## src/rtl/tlv_uart_tx_encoder.sv

```systemverilog
// Frames RAM words as TYPE/LENGTH/VALUE byte streams and sends them to a UART transmitter one byte at a time.
// Payloads longer than WORDS_PER_FRAME words are split into back-to-back frames that carry the same TYPE.
module tlv_uart_tx_encoder #(
  parameter int ADDR_W          = 8,
  parameter int CNT_W           = 9,
  parameter int WORDS_PER_FRAME = 15
) (
  input  logic              clk,
  input  logic              rst,
  input  logic              start,
  input  logic [7:0]        tlv_type,
  input  logic [ADDR_W-1:0] base_addr,
  input  logic [CNT_W-1:0]  num_words,
  output logic              busy,
  output logic              done,
  output logic              err,
  output logic              mem_rd,
  output logic [ADDR_W-1:0] mem_addr,
  input  logic [31:0]       mem_rdata,
  output logic [7:0]        tx_data,
  output logic              tx_send,
  input  logic              tx_done
);

  localparam int FW_W = $clog2(WORDS_PER_FRAME + 1);

  localparam logic [3:0] S_IDLE      = 4'd0;
  localparam logic [3:0] S_SEND_TYPE = 4'd1;
  localparam logic [3:0] S_WAIT_TYPE = 4'd2;
  localparam logic [3:0] S_SEND_LEN  = 4'd3;
  localparam logic [3:0] S_WAIT_LEN  = 4'd4;
  localparam logic [3:0] S_FETCH     = 4'd5;
  localparam logic [3:0] S_LOAD      = 4'd6;
  localparam logic [3:0] S_SEND_VAL  = 4'd7;
  localparam logic [3:0] S_WAIT_VAL  = 4'd8;
  localparam logic [3:0] S_DONE      = 4'd9;

  logic [3:0]        state_q, state_d;
  logic [7:0]        type_q, type_d;
  logic [ADDR_W-1:0] addr_q, addr_d;
  logic [CNT_W-1:0]  rem_q, rem_d;
  logic [FW_W-1:0]   fw_q, fw_d;
  logic [31:0]       shreg_q, shreg_d;
  logic [1:0]        idx_q, idx_d;
  logic              err_q, err_d;

  function automatic logic [FW_W-1:0] min_frame(input logic [CNT_W-1:0] r);
    if (r > CNT_W'(WORDS_PER_FRAME)) return FW_W'(WORDS_PER_FRAME);
    return r[FW_W-1:0];
  endfunction

  always_comb begin
    state_d = state_q;
    type_d  = type_q;
    addr_d  = addr_q;
    rem_d   = rem_q;
    fw_d    = fw_q;
    shreg_d = shreg_q;
    idx_d   = idx_q;
    err_d   = 1'b0;
    case (state_q)
      S_IDLE: begin
        if (start) begin
          if (tlv_type != 8'd0 && num_words != '0) begin
            type_d  = tlv_type;
            rem_d   = num_words;
            addr_d  = base_addr;
            fw_d    = min_frame(num_words);
            state_d = S_SEND_TYPE;
          end else begin
            err_d = 1'b1;
          end
        end
      end
      S_SEND_TYPE: state_d = S_WAIT_TYPE;
      S_WAIT_TYPE: if (tx_done) state_d = S_SEND_LEN;
      S_SEND_LEN:  state_d = S_WAIT_LEN;
      S_WAIT_LEN:  if (tx_done) state_d = S_FETCH;
      S_FETCH:     state_d = S_LOAD;
      S_LOAD: begin
        shreg_d = mem_rdata;
        idx_d   = 2'd0;
        state_d = S_SEND_VAL;
      end
      S_SEND_VAL:  state_d = S_WAIT_VAL;
      S_WAIT_VAL: begin
        if (tx_done) begin
          if (idx_q != 2'd3) begin
            idx_d   = idx_q + 2'd1;
            shreg_d = {shreg_q[23:0], 8'h00};
            state_d = S_SEND_VAL;
          end else begin
            addr_d = addr_q + ADDR_W'(1);
            rem_d  = rem_q - CNT_W'(1);
            fw_d   = fw_q - FW_W'(1);
            if (rem_q == CNT_W'(1)) begin
              state_d = S_DONE;
            end else if (fw_q == FW_W'(1)) begin
              fw_d    = min_frame(rem_q - CNT_W'(1));
              state_d = S_SEND_TYPE;
            end else begin
              state_d = S_FETCH;
            end
          end
        end
      end
      S_DONE:  state_d = S_IDLE;
      default: state_d = S_IDLE;
    endcase
  end

  always_ff @(posedge clk) begin
    if (rst) begin
      state_q <= S_IDLE;
      type_q  <= 8'd0;
      addr_q  <= '0;
      rem_q   <= '0;
      fw_q    <= '0;
      shreg_q <= 32'd0;
      idx_q   <= 2'd0;
      err_q   <= 1'b0;
    end else begin
      state_q <= state_d;
      type_q  <= type_d;
      addr_q  <= addr_d;
      rem_q   <= rem_d;
      fw_q    <= fw_d;
      shreg_q <= shreg_d;
      idx_q   <= idx_d;
      err_q   <= err_d;
    end
  end

  assign busy     = (state_q != S_IDLE);
  assign done     = (state_q == S_DONE);
  assign err      = err_q;
  assign mem_rd   = (state_q == S_FETCH);
  assign mem_addr = addr_q;
  assign tx_send  = (state_q == S_SEND_TYPE) || (state_q == S_SEND_LEN) || (state_q == S_SEND_VAL);

  // The byte is a pure function of state, so it stays stable for the whole SEND/WAIT pair.
  always_comb begin
    tx_data = 8'h00;
    case (state_q)
      S_SEND_TYPE, S_WAIT_TYPE: tx_data = type_q;
      S_SEND_LEN, S_WAIT_LEN:   tx_data = 8'({fw_q, 2'b00});
      S_SEND_VAL, S_WAIT_VAL:   tx_data = shreg_q[31:24];
      default:                  tx_data = 8'h00;
    endcase
  end

endmodule
```

## config.mk

```make
export PLATFORM = sky130hd
export DESIGN_NAME = tlv_uart_tx_encoder
export DESIGN_NICKNAME = d
export VERILOG_FILES = /design/src/rtl/tlv_uart_tx_encoder.sv
export SDC_FILE = /design/constraint.sdc
export NUM_CORES = 1
export LEC_CHECK = 0
export ABC_CLOCK_PERIOD_IN_PS = 3400
export BUFFER_PORTS_ARGS = -buffer_cell sky130_fd_sc_hd__buf_4
export CAP_MARGIN = 20
export CORE_ASPECT_RATIO = 1.75
export CORE_MARGIN = 2
export CORE_UTILIZATION = 51
export DETAILED_ROUTE_END_ITERATION = 6
export PLACE_DENSITY = 0.78
export RECOVER_POWER = 100
export SLEW_MARGIN = 5
export SYNTH_ARGS = -nofsm -noshare
export SYNTH_HDL_FRONTEND = slang
export SYNTH_SLANG_ARGS = --single-unit
```

## constraint.sdc

```tcl
create_clock -name clk -period 3.4 [get_ports clk]
set_input_delay 0 -clock clk [delete_from_list [all_inputs] [get_ports clk]]
set_output_delay 0 -clock clk [all_outputs]
set_load 0.03 [all_outputs]
```

==> flow_metrics.py, run 1 <==
metrics = {
    "run_status": {
        "status": "complete, no violations",
    },
    "global_route": {
        "grt_pass1_wl_um": 16800,
        "antenna_found_initial": 0,
        "grt_remaining_overflow": 0,
        "first_global_vias": 3757,
        "grt_usage": 0.282,
        "grt_max_degree": 74,
    },
    "floorplan": {
        "design.die.area_um2": 7780,
        "core_um2": 6860,
        "rows": 40,
        "die_w_um": 67.5,
        "die-height_um": 115,
        "start_util": 0.525,
        "io-pin-count": 82,
    },
    "logic_synthesis": {
        "synth_area_per_cell_um2": 7.63,
        "synth_top_area_cell": "dfxtp_1",
        "synth_commonest_cells": "nand2_1, nor2_1, dfxtp_1",
        "syn-cell-area_um2": 3600,
        "synth_top_area_share": 0.378,
        "synth.most_common_cell": "nand2_1",
        "ys_types": 50,
        "synthFlopType": "dfxtp_1",
        "netlist_instances": 472,
        "async_flop_share": 0,
        "synth_area_leaders": "dfxtp_1, nand2_1, nor2_1, a311oi_1, a21oi_1",
        "ys_ff_latch": 68,
        "synth_fp_nets": 539,
        "synth_edf_count": 0,
        "yosys_warnings": 0,
        "yosysSeqAreaShare": 0.378,
    },
    "worst_setup_path": {
        "r2r_setup_slack_ns": 0.56,
        "critPathMaxStageDelay_ns": 0.70,
        "path_cells": "nor4b_1 -> buf_4 -> a21oi_1 -> a21oi_4 -> clkbuf_2 -> nor2_1 -> a311oi_1",
        "startpoint_type": "flip-flop",
        "cpMaxStageDelayCell": "clkbuf_2",
        "worstSetupPathType": "reg2reg",
        "cp.arrival_ns": 3.08,
        "endpoint_kind": "flip-flop",
        "cp.required_ns": 3.64,
        "crit_fanout": 49,
    },
    "detailed_routing": {
        "dr.pass1.iters": 6,
        "drc": 0,
        "drt_iter0_drc": 300,
        "wirelength_um": 10500,
        "num_vias": 3884,
        "drt-wirelength-per-cell_um": 15.8,
        "viasPerCell": 5.87,
        "ant_nets": 0,
    },
    "pwr": {
        "finalPower_w": 0.00238,
        "switching_share": 0.307,
        "sequentialPowerShare": 0.392,
        "p_comb_frac": 0.235,
        "ir_drop_uv": 329,
        "clockPowerShare": 0.373,
        "power.switching_w": 0.000732,
        "powerDensity_nw_per_um2": 494,
        "p_int_w": 0.00165,
        "p_leak_nw": 1.92,
    },
    "clock_tree": {
        "cts_root_buffer": "clkbuf_16",
        "post_cts_buffers": 0,
        "clock_sinks": 68,
        "cts-resized-gates": 0,
        "numCtsBuffers": 9,
        "cts_tree": "done",
        "htreeDepth": 3,
        "clkLatencyLatePin_ns": 0.34,
        "cts.clk_slew.worst_paths_ns": 0.05,
        "clock_path_buffers": 2,
    },
    "sta": {
        "clock.fmax_ghz": 0.352,
        "max_slew_margin": 0.246,
        "fin_crit_ns": 2.84,
        "skew_ns": 0.00475,
        "rsz0062_at_grt": "no",
        "holdWs_ns": 0.0116,
        "finalHoldViolCount": 0,
        "post-route-period-util": 0.836,
        "setup_viol": 0,
        "slew_viol_final": 0,
        "tightestPinTransition_ns": 1.13,
        "fin_tns_setup_ns": 0,
        "post-route-worst-setup-slack_ns": 0.559,
    },
    "layout": {
        "fillers": 545,
        "syn2layout_area_growth_pct": 34.0,
        "fin_util": 0.704,
        "drive_gt1_frac": 0.151,
        "nets": 642,
        "multi_input_area_um2": 2040,
        "seq_area_um2": 1360,
        "antenna_cells": 0,
    },
    "flow_run": {
        "cap_violations": 0,
    },
    "place": {
        "routabilityCongestion": 0.857,
        "dp_hpwl_um": 6830,
        "pre_cts_ws_ns": 0.977,
        "port_buffers": 81,
    },
    "min_path": {
        "min_path_type": "in2reg",
    },
}
-- kinds of logic after synthesis --
family | count (synthesis) | share of synthesized area
AND/OR/NAND/NOR | 213 | 0.264
AO/OA/AOI/OAI | 121 | 0.243
flip-flops | 68 | 0.378
buffers and inverters | 49 | 0.0549
multiplexers | 8 | 0.0222
XOR/XNOR | 7 | 0.0170
adder cells (fa/ha/maj) | 6 | 0.0208
-- registers in the layout, summed over array words and instances, names as in the netlist --
| signal | count |
|---|---|
| err | 1 |
| fw_q | 4 |
| idx_q | 2 |
| mem_addr | 8 |
| rem_q | 9 |
| shreg_q | 32 |
| state_q | 4 |
| type_q | 8 |
-- critical path, delay by kind of cell (launching register included) --
kind / cells / cell delay, ns
simple gates: 2 / 0.49
flops: 1 / 0.52
buf+inv: 2 / 1.10
compound gates: 3 / 0.62
-- power groups by stage --
stage	Combinational, W	Clock, W	Sequential [W]
6_report	0.000560	0.000890	0.000933
5_1_grt	0.000614	0.000921	0.000941
4_1_cts	0.000579	0.000899	0.000933
3_5_place_dp	0.000535	0	0.000950
3_3_place_gp	0.000526	0	0.000947
2_1_floorplan	0.000362	0	0.000944
-- final cells by class --
type                       count  share of cell area
clock buffer                  11              0.0482
clock inverter                 3             0.00829
inverter                      11             0.00855
multi-input combinational    355               0.423
sequential                    68               0.282
tap                           84              0.0218
timing repair buffer         130               0.208
-- per-stage QoR --
step	area, um2	cells
after floorplan	3600	472
after global placement	4210	604
after detailed placement	4210	604
after CTS	4920	662
after global routing	4830	662
final	4830	662
-- metal layers --
metal  routed length, um  track usage
met5                   0            0
met4                 304        0.161
met3                 502       0.0538
met2                5700        0.501
met1                3940        0.300
-- worst paths after layout --
| check | from | to | cells past startpoint |
|---|---|---|---|
| worst max register to register | state_q[3] | shreg_q[8] | 7 |
| worst min register to register | idx_q[1] | idx_q[1] | 2 |
| worst max-delay path | state_q[3] | shreg_q[8] | 7 |
| worst min-delay path | num_words[0] | rem_q[0] | 4 |
-- timing repair --
action / 4_1_cts / 5_1_grt
hold endpoints to repair: 44 / 0
setup endpoints to repair: 0 / 0
hold buffers: 44 / 0
-- cell usage in the layout, fill, tap and decap left out, types with 4 or more instances in the layout --
cell type / synthesis / layout
dlygate4sd3_1: 0 / 44
clkbuf_16: 0 / 9
xnor2_1: 5 / 5
nand2b_1: 8 / 8
o21ai_0: 16 / 16
a22oi_1: 9 / 9
nor3_1: 12 / 12
and3_1: 5 / 5
a311oi_1: 26 / 26
nor2_1: 73 / 73
mux2i_1: 8 / 8
dfxtp_1: 68 / 68
nand3_1: 9 / 9
inv_1: 11 / 11
a211oi_1: 4 / 4
nand2_1: 84 / 83
a21oi_1: 27 / 26
ha_1: 6 / 6
a222oi_1: 4 / 4
a22o_1: 4 / 4
clkbuf_1: 29 / 23
buf_4: 0 / 63
o32ai_1: 6 / 6
a31oi_1: 5 / 5
Power figures use the tool's default switching activity.
==> run 2: changes to the inputs <==
--- a/config.mk
+++ b/config.mk
@@ -5,7 +5,7 @@
 export SDC_FILE = /design/constraint.sdc
 export NUM_CORES = 1
 export LEC_CHECK = 0
-export ABC_CLOCK_PERIOD_IN_PS = 3400
+export ABC_CLOCK_PERIOD_IN_PS = 2800
 export BUFFER_PORTS_ARGS = -buffer_cell sky130_fd_sc_hd__buf_4
 export CAP_MARGIN = 20
 export CORE_ASPECT_RATIO = 1.75
==> constraint.sdc (replaced) <==
create_clock -name clk -period 2.8 [get_ports clk]
set_input_delay 0 -clock clk [delete_from_list [all_inputs] [get_ports clk]]
set_output_delay 0 -clock clk [all_outputs]
set_load 0.03 [all_outputs]
==> flow_metrics.py, run 2 (synthesized netlist as in run 1, its figures left out) <==
metrics = {
    "floorplan": {
        "design.die.area_um2": 7780,
        "io-pin-count": 82,
        "core_um2": 6860,
        "die-height_um": 115,
        "start_util": 0.525,
        "rows": 40,
        "die_w_um": 67.5,
    },
    "clock_tree": {
        "numCtsBuffers": 9,
        "cts.clk_slew.worst_paths_ns": 0.05,
        "clkLatencyLatePin_ns": 0.33,
        "cts_tree": "done",
        "cts_root_buffer": "clkbuf_16",
        "clock_sinks": 68,
        "clock_path_buffers": 2,
        "post_cts_buffers": 0,
        "htreeDepth": 3,
    },
    "worst_setup_path": {
        "critical_path_buf_inv_count": 1,
        "r2r_setup_slack_ns": 0.29,
        "endpoint_kind": "flip-flop",
        "worstSetupPathType": "reg2reg",
        "crit_family": "simple AND/OR/NAND/NOR gates",
        "critPathMaxStageDelay_ns": 0.45,
        "crit_fanout": 8,
        "cpMaxStageDelayCell": "nor3_1",
        "path_cells": "inv_1 -> ha_1 -> nor3b_1 -> xnor2_1 -> nand4_1 -> nor3_1 -> a221o_1 -> a311oi_1",
        "cp.required_ns": 2.97,
        "startpoint_type": "flip-flop",
        "cp.arrival_ns": 2.68,
    },
    "layout": {
        "largest_reg_flops": 32,
        "seq_area_um2": 1360,
        "multi_input_area_um2": 2040,
        "layoutNonFillerInstCount": 666,
        "regMostFlops": "shreg_q",
        "reg_top3": "shreg_q: 32 flops, rem_q: 9 flops",
        "final_common_cell": "nand2_1",
        "layout_common_cells": "nand2_1, nor2_1, dfxtp_1",
        "syn2layout_area_growth_pct": 35.3,
        "drive_gt1_frac": 0.148,
        "fillers": 534,
        "nets": 645,
    },
    "sta": {
        "max_slew_margin": 0.336,
        "slew_viol_final": 0,
        "clock.fmax_ghz": 0.398,
        "rsz0062_at_grt": "no",
        "tightestPinTransition_ns": 0.996,
        "fin_crit_ns": 2.51,
        "post-route-period-util": 0.896,
        "holdWs_ns": 0.0184,
        "finalHoldViolCount": 0,
        "fin_tns_setup_ns": 0,
        "skew_ns": 0.00288,
        "setup_viol": 0,
    },
    "pwr": {
        "power.switching_w": 0.000896,
        "powerDensity_nw_per_um2": 607,
        "p_leak_nw": 1.93,
        "sequentialPowerShare": 0.385,
        "switching_share": 0.303,
        "clockPowerShare": 0.379,
        "ir_drop_uv": 449,
        "p_int_w": 0.00206,
        "p_comb_frac": 0.236,
    },
    "place": {
        "dp_cells": 607,
        "port_buffers": 81,
        "dp_hpwl_um": 6820,
        "routabilityCongestion": 0.905,
    },
    "detailed_routing": {
        "drt-wirelength-per-cell_um": 16.6,
        "drc": 0,
        "num_vias": 3942,
        "wirelength_um": 11000,
        "drt_iter0_drc": 315,
        "dr.pass1.iters": 6,
        "viasPerCell": 5.92,
        "ant_nets": 0,
    },
    "min_path": {
        "min_path_type": "in2reg",
    },
    "global_route": {
        "grt_remaining_overflow": 0,
        "grt_pass1_wl_um": 17800,
        "first_global_vias": 3816,
        "grt_usage": 0.304,
        "grt_max_degree": 74,
        "antenna_found_initial": 0,
    },
    "run_status": {
        "status": "complete, no violations",
    },
    "flow_run": {
        "cap_violations": 0,
    },
}
[run 2: stage by stage]
stage	total power, W	setup WS, ns	cell area (um2)	utilization
floorplan	0.00159	0.683	3600	-
global route	0.00308	0.0873	4870	0.710
CTS	0.00299	0.290	4980	0.726
finish	0.00296	0.290	4870	0.711
global placement	0.00180	0.493	4250	0.619
detailed placement	0.00182	0.397	4250	0.619
[run 2: routing by layer]
layer / wire [um] / GRT usage
met1: 4120 / 0.332
met2: 5900 / 0.529
met3: 618 / 0.0753
met4: 388 / 0.152
met5: 0 / 0
[run 2: worst min-delay path, cell delays in order]
cell	delay, ns
buf_4	0.11
a21oi_1	0.11
o32ai_1	0.08
[run 2: power groups by stage]
stage / clock network, W / logic [W] / registers, W
5_1_grt: 0.00118 / 0.000761 / 0.00115
3_3_place_gp: 0 / 0.000652 / 0.00115
4_1_cts: 0.00113 / 0.000722 / 0.00113
6_report: 0.00112 / 0.000697 / 0.00114
2_1_floorplan: 0 / 0.000439 / 0.00115
3_5_place_dp: 0 / 0.000663 / 0.00115
[run 2: path summary, 6_finish.rpt]
check	start	depth (start not counted)	end
worst max-delay path	rem_q[0]	8	fw_q[1]
worst min-delay path	base_addr[5]	3	mem_addr[5]
worst max register to register	rem_q[0]	8	fw_q[1]
worst min register to register	shreg_q[20]	2	shreg_q[28]
[run 2: cell type report]
| class | instances | share of cell area |
|---|---|---|
| multi-input cells | 355 | 0.420 |
| flip-flops and latches | 68 | 0.279 |
| repair buffers | 133 | 0.211 |
| clock buffers | 12 | 0.0526 |
| well taps | 84 | 0.0216 |
| inverters | 11 | 0.00847 |
| clock inverters | 2 | 0.00719 |
| diodes | 1 | 0.000513 |
[run 2: what timing repair did]
| action | in CTS | in global routing |
|---|---|---|
| hold endpoints to repair | 44 | 0 |
| endpoints found under the setup margin | 0 | 0 |
| hold buffers | 44 | 0 |
| resized for setup | 0 | 0 |
